File: src/rtl/pe_stream_feeder_if.sv
// Stream bus between the feeder and one PE's load ports: per-channel load-start
// pulse, data word with valid, and FIFO-full backpressure from the PE.
interface pe_stream_feeder_if #(
  parameter int NUM_CH     = 3,
  parameter int DATA_WIDTH = 16
);
  logic [NUM_CH-1:0]            load_start;
  logic [NUM_CH*DATA_WIDTH-1:0] data_out;
  logic [NUM_CH-1:0]            data_en;
  logic [NUM_CH-1:0]            fifo_full;

  modport master (output load_start, data_out, data_en, input fifo_full);
  modport slave  (input load_start, data_out, data_en, output fifo_full);
endinterface

File: src/rtl/pe_stream_feeder.sv
// Multi-channel segment player: each channel streams incrementing words in
// segments separated by a fixed gap or a PE trigger, with FIFO-full backpressure.
module pe_stream_feeder #(
  parameter int NUM_CH     = 3,
  parameter int DATA_WIDTH = 16,
  parameter int CNT_WIDTH  = 8
) (
  input  logic                        clk,
  input  logic                        rst,
  input  logic [NUM_CH-1:0]           start,
  input  logic [NUM_CH*DATA_WIDTH-1:0] cfg_base,
  input  logic [NUM_CH*CNT_WIDTH-1:0] cfg_len,
  input  logic [NUM_CH*CNT_WIDTH-1:0] cfg_seg,
  input  logic [NUM_CH*CNT_WIDTH-1:0] cfg_gap,
  input  logic [NUM_CH-1:0]           cfg_trig_mode,
  input  logic [NUM_CH-1:0]           seg_trig,
  pe_stream_feeder_if.master          bus,
  output logic [NUM_CH-1:0]           busy,
  output logic [NUM_CH-1:0]           done
);

  typedef enum logic [2:0] {
    ST_IDLE,
    ST_ARM,
    ST_PULSE,
    ST_STREAM,
    ST_GAP,
    ST_WAIT_TRIG
  } state_t;

  localparam logic [CNT_WIDTH-1:0]  CNT_ONE  = 1;
  localparam logic [DATA_WIDTH-1:0] DATA_ONE = 1;

  genvar gi;
  generate
    for (gi = 0; gi < NUM_CH; gi++) begin : g_ch
      state_t                 state_reg, state_next;
      logic [CNT_WIDTH-1:0]   len_reg, len_next;
      logic [CNT_WIDTH-1:0]   seg_reg, seg_next;
      logic [CNT_WIDTH-1:0]   gap_reg, gap_next;
      logic [CNT_WIDTH-1:0]   word_cnt_reg, word_cnt_next;
      logic [CNT_WIDTH-1:0]   seg_cnt_reg, seg_cnt_next;
      logic [CNT_WIDTH-1:0]   gap_cnt_reg, gap_cnt_next;
      logic                   trig_mode_reg, trig_mode_next;
      logic                   done_reg, done_next;
      logic [DATA_WIDTH-1:0]  data_reg, data_next;
      logic [CNT_WIDTH-1:0]   start_len, start_seg;

      assign start_len = cfg_len[gi*CNT_WIDTH +: CNT_WIDTH];
      assign start_seg = cfg_seg[gi*CNT_WIDTH +: CNT_WIDTH];

      always_comb begin
        state_next     = state_reg;
        len_next       = len_reg;
        seg_next       = seg_reg;
        gap_next       = gap_reg;
        word_cnt_next  = word_cnt_reg;
        seg_cnt_next   = seg_cnt_reg;
        gap_cnt_next   = gap_cnt_reg;
        trig_mode_next = trig_mode_reg;
        data_next      = data_reg;
        done_next      = 1'b0;
        case (state_reg)
          ST_IDLE: begin
            if (start[gi]) begin
              len_next       = start_len;
              seg_next       = start_seg;
              gap_next       = cfg_gap[gi*CNT_WIDTH +: CNT_WIDTH];
              trig_mode_next = cfg_trig_mode[gi];
              data_next      = cfg_base[gi*DATA_WIDTH +: DATA_WIDTH];
              word_cnt_next  = '0;
              seg_cnt_next   = '0;
              gap_cnt_next   = '0;
              if (start_len == '0 || start_seg == '0) begin
                done_next = 1'b1;
              end else begin
                state_next = ST_ARM;
              end
            end
          end
          // One settling cycle so the first load_start lands two edges after start.
          ST_ARM:   state_next = ST_PULSE;
          ST_PULSE: begin
            word_cnt_next = '0;
            state_next    = ST_STREAM;
          end
          ST_STREAM: begin
            if (!bus.fifo_full[gi]) begin
              data_next = data_reg + DATA_ONE;
              if (word_cnt_reg == len_reg - CNT_ONE) begin
                word_cnt_next = '0;
                if (seg_cnt_reg == seg_reg - CNT_ONE) begin
                  state_next = ST_IDLE;
                  done_next  = 1'b1;
                end else begin
                  seg_cnt_next = seg_cnt_reg + CNT_ONE;
                  gap_cnt_next = '0;
                  if (trig_mode_reg)        state_next = ST_WAIT_TRIG;
                  else if (gap_reg == '0)   state_next = ST_PULSE;
                  else                      state_next = ST_GAP;
                end
              end else begin
                word_cnt_next = word_cnt_reg + CNT_ONE;
              end
            end
          end
          ST_GAP: begin
            if (gap_cnt_reg == gap_reg - CNT_ONE) state_next = ST_PULSE;
            else                                  gap_cnt_next = gap_cnt_reg + CNT_ONE;
          end
          ST_WAIT_TRIG: begin
            if (seg_trig[gi]) state_next = ST_PULSE;
          end
          default: state_next = ST_IDLE;
        endcase
      end

      always_ff @(posedge clk or negedge rst) begin
        if (!rst) begin
          state_reg     <= ST_IDLE;
          len_reg       <= '0;
          seg_reg       <= '0;
          gap_reg       <= '0;
          word_cnt_reg  <= '0;
          seg_cnt_reg   <= '0;
          gap_cnt_reg   <= '0;
          trig_mode_reg <= 1'b0;
          done_reg      <= 1'b0;
          data_reg      <= '0;
        end else begin
          state_reg     <= state_next;
          len_reg       <= len_next;
          seg_reg       <= seg_next;
          gap_reg       <= gap_next;
          word_cnt_reg  <= word_cnt_next;
          seg_cnt_reg   <= seg_cnt_next;
          gap_cnt_reg   <= gap_cnt_next;
          trig_mode_reg <= trig_mode_next;
          done_reg      <= done_next;
          data_reg      <= data_next;
        end
      end

      // Outputs decode straight from registered state; no path from fifo_full.
      assign bus.load_start[gi] = (state_reg == ST_PULSE);
      assign bus.data_en[gi]    = (state_reg == ST_STREAM);
      assign bus.data_out[gi*DATA_WIDTH +: DATA_WIDTH] =
        (state_reg == ST_STREAM) ? data_reg : '0;
      assign busy[gi] = (state_reg != ST_IDLE);
      assign done[gi] = done_reg;
    end
  endgenerate

endmodule
File: src/flat_wrapper.sv
// flat-port wrapper written by rule: the top's interface ports become plain ports
module pe_stream_feeder_flat 
#(
  parameter int NUM_CH     = 3,
  parameter int DATA_WIDTH = 16,
  parameter int CNT_WIDTH  = 8
)
  (clk, rst, start, cfg_base, cfg_len, cfg_seg, cfg_gap, cfg_trig_mode, seg_trig, busy, done, bus_load_start, bus_data_out, bus_data_en, bus_fifo_full);
  pe_stream_feeder_if #(.NUM_CH(NUM_CH), .DATA_WIDTH(DATA_WIDTH)) bus_i ();
  input  logic clk;
  input  logic rst;
  input  logic [NUM_CH-1:0] start;
  input  logic [NUM_CH*DATA_WIDTH-1:0] cfg_base;
  input  logic [NUM_CH*CNT_WIDTH-1:0] cfg_len;
  input  logic [NUM_CH*CNT_WIDTH-1:0] cfg_seg;
  input  logic [NUM_CH*CNT_WIDTH-1:0] cfg_gap;
  input  logic [NUM_CH-1:0] cfg_trig_mode;
  input  logic [NUM_CH-1:0] seg_trig;
  output logic [NUM_CH-1:0] busy;
  output logic [NUM_CH-1:0] done;
  output wire logic [$bits(bus_i.load_start)-1:0] bus_load_start;
  output wire logic [$bits(bus_i.data_out)-1:0] bus_data_out;
  output wire logic [$bits(bus_i.data_en)-1:0] bus_data_en;
  input wire logic [$bits(bus_i.fifo_full)-1:0] bus_fifo_full;
  assign bus_load_start = bus_i.load_start;
  assign bus_data_out = bus_i.data_out;
  assign bus_data_en = bus_i.data_en;
  assign bus_i.fifo_full = bus_fifo_full;
  pe_stream_feeder #(.NUM_CH(NUM_CH), .DATA_WIDTH(DATA_WIDTH), .CNT_WIDTH(CNT_WIDTH)) u_core (.clk(clk), .rst(rst), .start(start), .cfg_base(cfg_base), .cfg_len(cfg_len), .cfg_seg(cfg_seg), .cfg_gap(cfg_gap), .cfg_trig_mode(cfg_trig_mode), .seg_trig(seg_trig), .bus(bus_i), .busy(busy), .done(done));
endmodule
File: config.mk
export PLATFORM = sky130hd
export DESIGN_NAME = pe_stream_feeder_flat
export DESIGN_NICKNAME = d
export VERILOG_FILES = /design/src/rtl/pe_stream_feeder_if.sv /design/src/rtl/pe_stream_feeder.sv /design/src/flat_wrapper.sv
export SDC_FILE = /design/constraint.sdc
export NUM_CORES = 1
export LEC_CHECK = 0
export CAP_MARGIN = 20
export CORE_ASPECT_RATIO = 1.4
export CORE_MARGIN = 5
export CORE_UTILIZATION = 35
export DETAILED_ROUTE_END_ITERATION = 16
export SYNTH_ARGS = -nofsm -noshare
export SYNTH_HDL_FRONTEND = slang
export SYNTH_SLANG_ARGS = --single-unit
File: constraint.sdc
create_clock -name clk -period 2.9 [get_ports clk]
set_input_delay 0.435 -clock clk [delete_from_list [all_inputs] [get_ports clk]]
set_output_delay 0.435 -clock clk [all_outputs]
set_load 0.01 [all_outputs]
# After elaboration in Yosys (flattened, before gate mapping)
# Cells that the tools add are included.
word_totals:
  elab_cells: 243
  inputBits: 134
  output_inout_bits: 60
  register_bits: 207
classes:
  eq_ne: 48
  n_addsub: 21
  mux: 99
  n_reduce_logical: 45
ops:
  columns: ["op", "count"]
  rows:
  - ["$mux 8", 30]
  - ["$mux 16", 9]
  - ["$pmux 8 s3", 6]
  - ["$pmux 16 s2", 3]
  - ["$mux 3", 27]
  - ["$add 8x1->8 const B", 9]
  - ["$eq 8x8->1", 9]
  - ["$logic_not 8->1", 9]
  - ["$sub 8x1->8 const B", 9]
  - ["$pmux 3 s6", 3]
  - ["$add 16x1->16 const B", 3]
  - ["$pmux 8 s2", 3]
  - ["$ne 2x2->1 const B", 18]
  - ["$reduce_and 6->1", 6]
  - ["$reduce_bool 3->1", 9]
  - ["$eq 3x2->1 const B", 6]
  - ["$eq 3x3->1 const B", 6]
  - ["$reduce_and 3->1", 6]
  - ["$mux 1", 15]
  - ["$reduce_and 5->1", 3]
  - ["$ne 2x1->1 const B", 6]
  - ["$eq 3x1->1 const B", 3]
  - ["$logic_not 3->1", 3]
  - ["$pmux 1 s2", 3]
  - ["3 further kinds", 9]

# Longest topological paths before layout
depth:
  depth_word: 7
  depth_mapped: 11
  mapped_depth_nobuf: 9

# Worst setup path after synthesis
# Ideal clock, no wire load.
synth_timing:
  kind: "flip-flop to flip-flop"
  start: "register u_core.g_ch[1].len_reg[0]"
  end: "register u_core.g_ch[1].seg_cnt_reg[6]"
  setup_slack_ns: -0.059
  arrival_time_ns: 2.882
  setup_time_ns: 0.077
  t_required_ns: 2.823
  path_buffers: 1
  path_stages_with_launch: 11
  synth_period_minus_slack_ns: 2.959
  cell_sequence: "dfrtp_1 -> inv_1 -> ha_1 -> or3b_4 -> or4_1 -> a211oi_2 -> o2111a_2 -> o211ai_2 -> buf_6 -> or4_1 -> a21oi_1"
synth_between:
  elab_chain_len: 4
synth_lines:
  columns: ["element", "line_no", "source"]
  rows:
  - ["from (decl)", "pe_stream_feeder.sv:38", "logic [CNT_WIDTH-1:0] len_reg, len_next;"]
  - ["from (signal assigned)", "pe_stream_feeder.sv:132", "len_reg <= len_next;"]
  - ["$sub 8x1->8", "pe_stream_feeder.sv:90", "if (word_cnt_reg == len_reg - CNT_ONE) begin"]
  - ["$eq 8x8->1", "pe_stream_feeder.sv:90", null]
  - ["$ne 2x1->1 (no line)", null, null]
  - ["$reduce_and 5->1 (no line)", null, null]
  - ["to (signal assigned)", "pe_stream_feeder.sv:136", "seg_cnt_reg <= seg_cnt_next;"]
  - ["to (decl)", "pe_stream_feeder.sv:42", "logic [CNT_WIDTH-1:0] seg_cnt_reg, seg_cnt_next;"]
# Every way passes these cells.
# A chain may end at the register's enable or synchronous reset.

# Worst setup path in the final report
layout_timing:
  start: "register u_core.g_ch[1].len_reg[0]"
  end: "register u_core.g_ch[1].seg_cnt_reg[7]"
# Same word-level chain as after synthesis.

==> results_dict.tcl <==
set metrics [dict create \
    worst_slack_ns 0.0717 \
    crit_path_max_incr_delay_ns 0.52 \
    routedWlPerCell_um 16.8 \
    power.density_nw_per_um2 982 \
    post_drt_via_cell_ratio 5.49 \
    power.total_w 0.0166 \
    timing_worst_slew_pin_value_ns 0.717 \
    mostFrequentLayoutCell "sky130_fd_sc_hd__nand2_1" \
    cts_num_sinks 207 \
    final_period_minus_worst_setup_slack_ns 2.83 \
    design.final.nets 1965 \
    first_pass_iters 7 \
    worst_ep_required_time_ns 3.35 \
    core_area_um2 36900 \
    timing.final.setup_violations 0 \
    effective_utilization_at_floorplan_pct 35.5 \
    power.ir.vdd_worst_uv 383 \
    final_layout_size_suffix_gt1_share_pct 10.2 \
    dieHeight_um 239 \
    p_leak_nw 7.19 \
    grt_pass1_wl_mm 63.4 \
    postSynth.asyncResetShare_pct 100 \
    post_layout_nonfiller_instances 2292 \
    worstHoldPathType "in2reg" \
    yosys.cell_types.count 85 \
    netlist_instances 1596 \
    cts_max_path_buffers 3 \
    ys_seq_area_share_pct 39.6 \
    drc_errors 0 \
    port-buffer-count 193 \
    run_status "finished, final reports clean" \
    insertion_delay_ns 0.54 \
    cts_root_buf "sky130_fd_sc_hd__clkbuf_16" \
    place.gp.congestion 0.827 \
    min_period_over_period_pct 97.5 \
    ctsHtreeMaxLevel 1 \
    ys_ff_latch 207 \
    grt_use_total_pct 18.0 \
    dieWidth_um 173 \
    rsz0062_at_grt "true" \
    timing.clock.skew_ns 0.0173 \
    fmax_mhz 354 \
    cts.reportedPaths.clkPinSlew_ns 0.06 \
    detailedRoute.firstIterationViolations 706 \
    postSynth.topFlopCell "sky130_fd_sc_hd__dfrtp_1" \
    grt_overflow 0 \
    route.vias.total 12581 \
    dp_hpwl_mm 28.5 \
    synth_enable_flop_cells 0 \
    num_antenna_cells 0 \
    dpl_worst_slack_ns 0.000867 \
    first_global_vias 12343 \
    placedCellCount 2241 \
    tritoncts "yes" \
    drt_wl_total_mm 38.6 \
    timing.critical_path.from_type "flip-flop" \
    syn-cell-area_um2 13100 \
    worstSetupEndpointType "flip-flop" \
    cts_inserted_buffers 25 \
    avgSynthCellArea_um2 8.20 \
    grt_antenna_before_repair 0 \
    critical_path.slowest_cell "sky130_fd_sc_hd__or4_1" \
    setup.worst_path.class "reg2reg" \
    ys_warn_count 0 \
    floorplan.rows 83 \
    cp_max_fo 10 \
    max-cap-violations 0 \
    timing_max_transition_violations_final 0 \
    critPathArrivalTime_ns 3.28 \
    max_slew_margin_pct 52.2 \
    grt_max_degree 82 \
    layout.cells.most_common_list "292 x sky130_fd_sc_hd__nand2_1, 204 x sky130_fd_sc_hd__dfrtp_1, 191 x sky130_fd_sc_hd__clkdlybuf4s50_1" \
    fp.dieArea_um2 41400 \
    max_reg_flops 48 \
    cell_by_cell_listing_of_the_critical_path "inv_2 > ha_4 > or3b_4 > or4_4 > a211oi_4 > o2111a_2 > o211ai_4 > or4_1 > a21oi_2" \
    synth_nets 1751 \
    drt.antenna.violating_nets 0 \
    area_growth_pct 29.5 \
    whs_ns 0.428 \
    n_fill_cell 3608 \
    io-pin-count 194 \
    tns_ns 0 \
    finalHoldViolations 0 \
]
==> cell usage after synthesis (all sizes together), types with 9 or more instances <==
library cell	instances	area (um2)
xor2	45	394
o21ai	88	444
o31ai	28	210
a21oi	110	551
or2	13	81.3
nand3	67	335
mux2i	18	180
or4	26	195
ha	21	263
a21o	12	90.1
and3	21	131
nor4	36	225
a22o	9	78.8
xnor2	46	403
nand2	292	1100
nor2	109	409
nand2b	19	119
nor3	35	175
dfrtp	207	5180
inv	61	229
a31oi	10	62.6
buf	16	95.1
clkbuf	66	248
nand4	24	150
mux2	9	101
o22ai	17	106
and2	44	275
o21bai	10	75.1
a211oi	11	92.6
==> where the power goes <==
part	internal, W	switching (W)
Clock	0.00190	0.00123
Combinational	0.00380	0.00454
Sequential	0.00388	0.00129
Total	0.00959	0.00706
==> path summary, 6_finish.rpt <==
kind | startpoint | endpoint | slack, ns | depth (start not counted)
max | u_core.g_ch[1].len_reg[0]$_DFFE_PN0P_ | u_core.g_ch[1].seg_cnt_reg[7]$_DFFE_PN0P_ | 0.07 | 9
min reg2reg | u_core.g_ch[2].seg_reg[7]$_DFFE_PN0P_ | u_core.g_ch[2].seg_reg[7]$_DFFE_PN0P_ | 0.49 | 2
max reg2reg | u_core.g_ch[1].len_reg[0]$_DFFE_PN0P_ | u_core.g_ch[1].seg_cnt_reg[7]$_DFFE_PN0P_ | 0.07 | 9
min in group asynchronous | rst | u_core.g_ch[1].seg_reg[3]$_DFFE_PN0P_ | 0.47 | 2
min | cfg_gap[3] | u_core.g_ch[0].gap_reg[3]$_DFFE_PN0P_ | 0.43 | 3
max in group asynchronous | rst | u_core.g_ch[1].state_reg[1]$_DFFE_PN0P_ | 1.53 | 3
==> worst max-delay path, delay by kind of cell (launching register included) <==
kind	cells	cell delay [ns]
compound gates	4	0.80
fa+ha+maj	1	0.13
buf+inv	1	0.09
flops	1	0.40
simple gates	3	1.35
==> repair_timing <==
action,CTS,global route
hold buffers,1,0
pin swaps,1,12
endpoints found under the hold margin,76,0
cloned,0,2
setup endpoints to repair,9,73
gates resized for setup,4,48
buffers inserted,1,5
==> logic make-up (layout without fill, tap and decap cells) <==
kind of cell    Yosys count  in the layout  synth area share (%)
compound gates          370            370                  18.3
xor+xnor                 91             91                  6.09
fa+ha+maj                21             21                  2.01
buf+inv                 144            373                  4.40
flops                   207            207                  39.6
mux                      27             27                  2.15
simple gates            736            736                  27.5
==> layer usage <==
layer	vias up	wire, um	global-route usage [%]
met1	6112	16000	21.7
li1	6112	-	-
met2	293	20100	33.6
met5	-	0	0
met4	0	935	5.20
met3	64	1560	2.44
==> layout make-up <==
| cell class | instances | area [um2] | share of cell area [%] |
|---|---|---|---|
| sequential | 207 | 5180 | 30.6 |
| clock inverter | 4 | 72.6 | 0.428 |
| timing repair buffer | 269 | 2590 | 15.3 |
| multi-input combinational | 1245 | 7560 | 44.6 |
| inverter | 62 | 233 | 1.37 |
| tap | 467 | 584 | 3.45 |
| clock buffer | 38 | 734 | 4.33 |
==> stage by stage <==
stage | utilization (%) | instance area [um2]
floorplan | - | 13100
global route | 46.0 | 17000
CTS | 45.2 | 16700
finish | 46.0 | 17000
global placement | 43.0 | 15800
detailed placement | 43.0 | 15800
No activity file was read; power rests on OpenSTA's default activity.
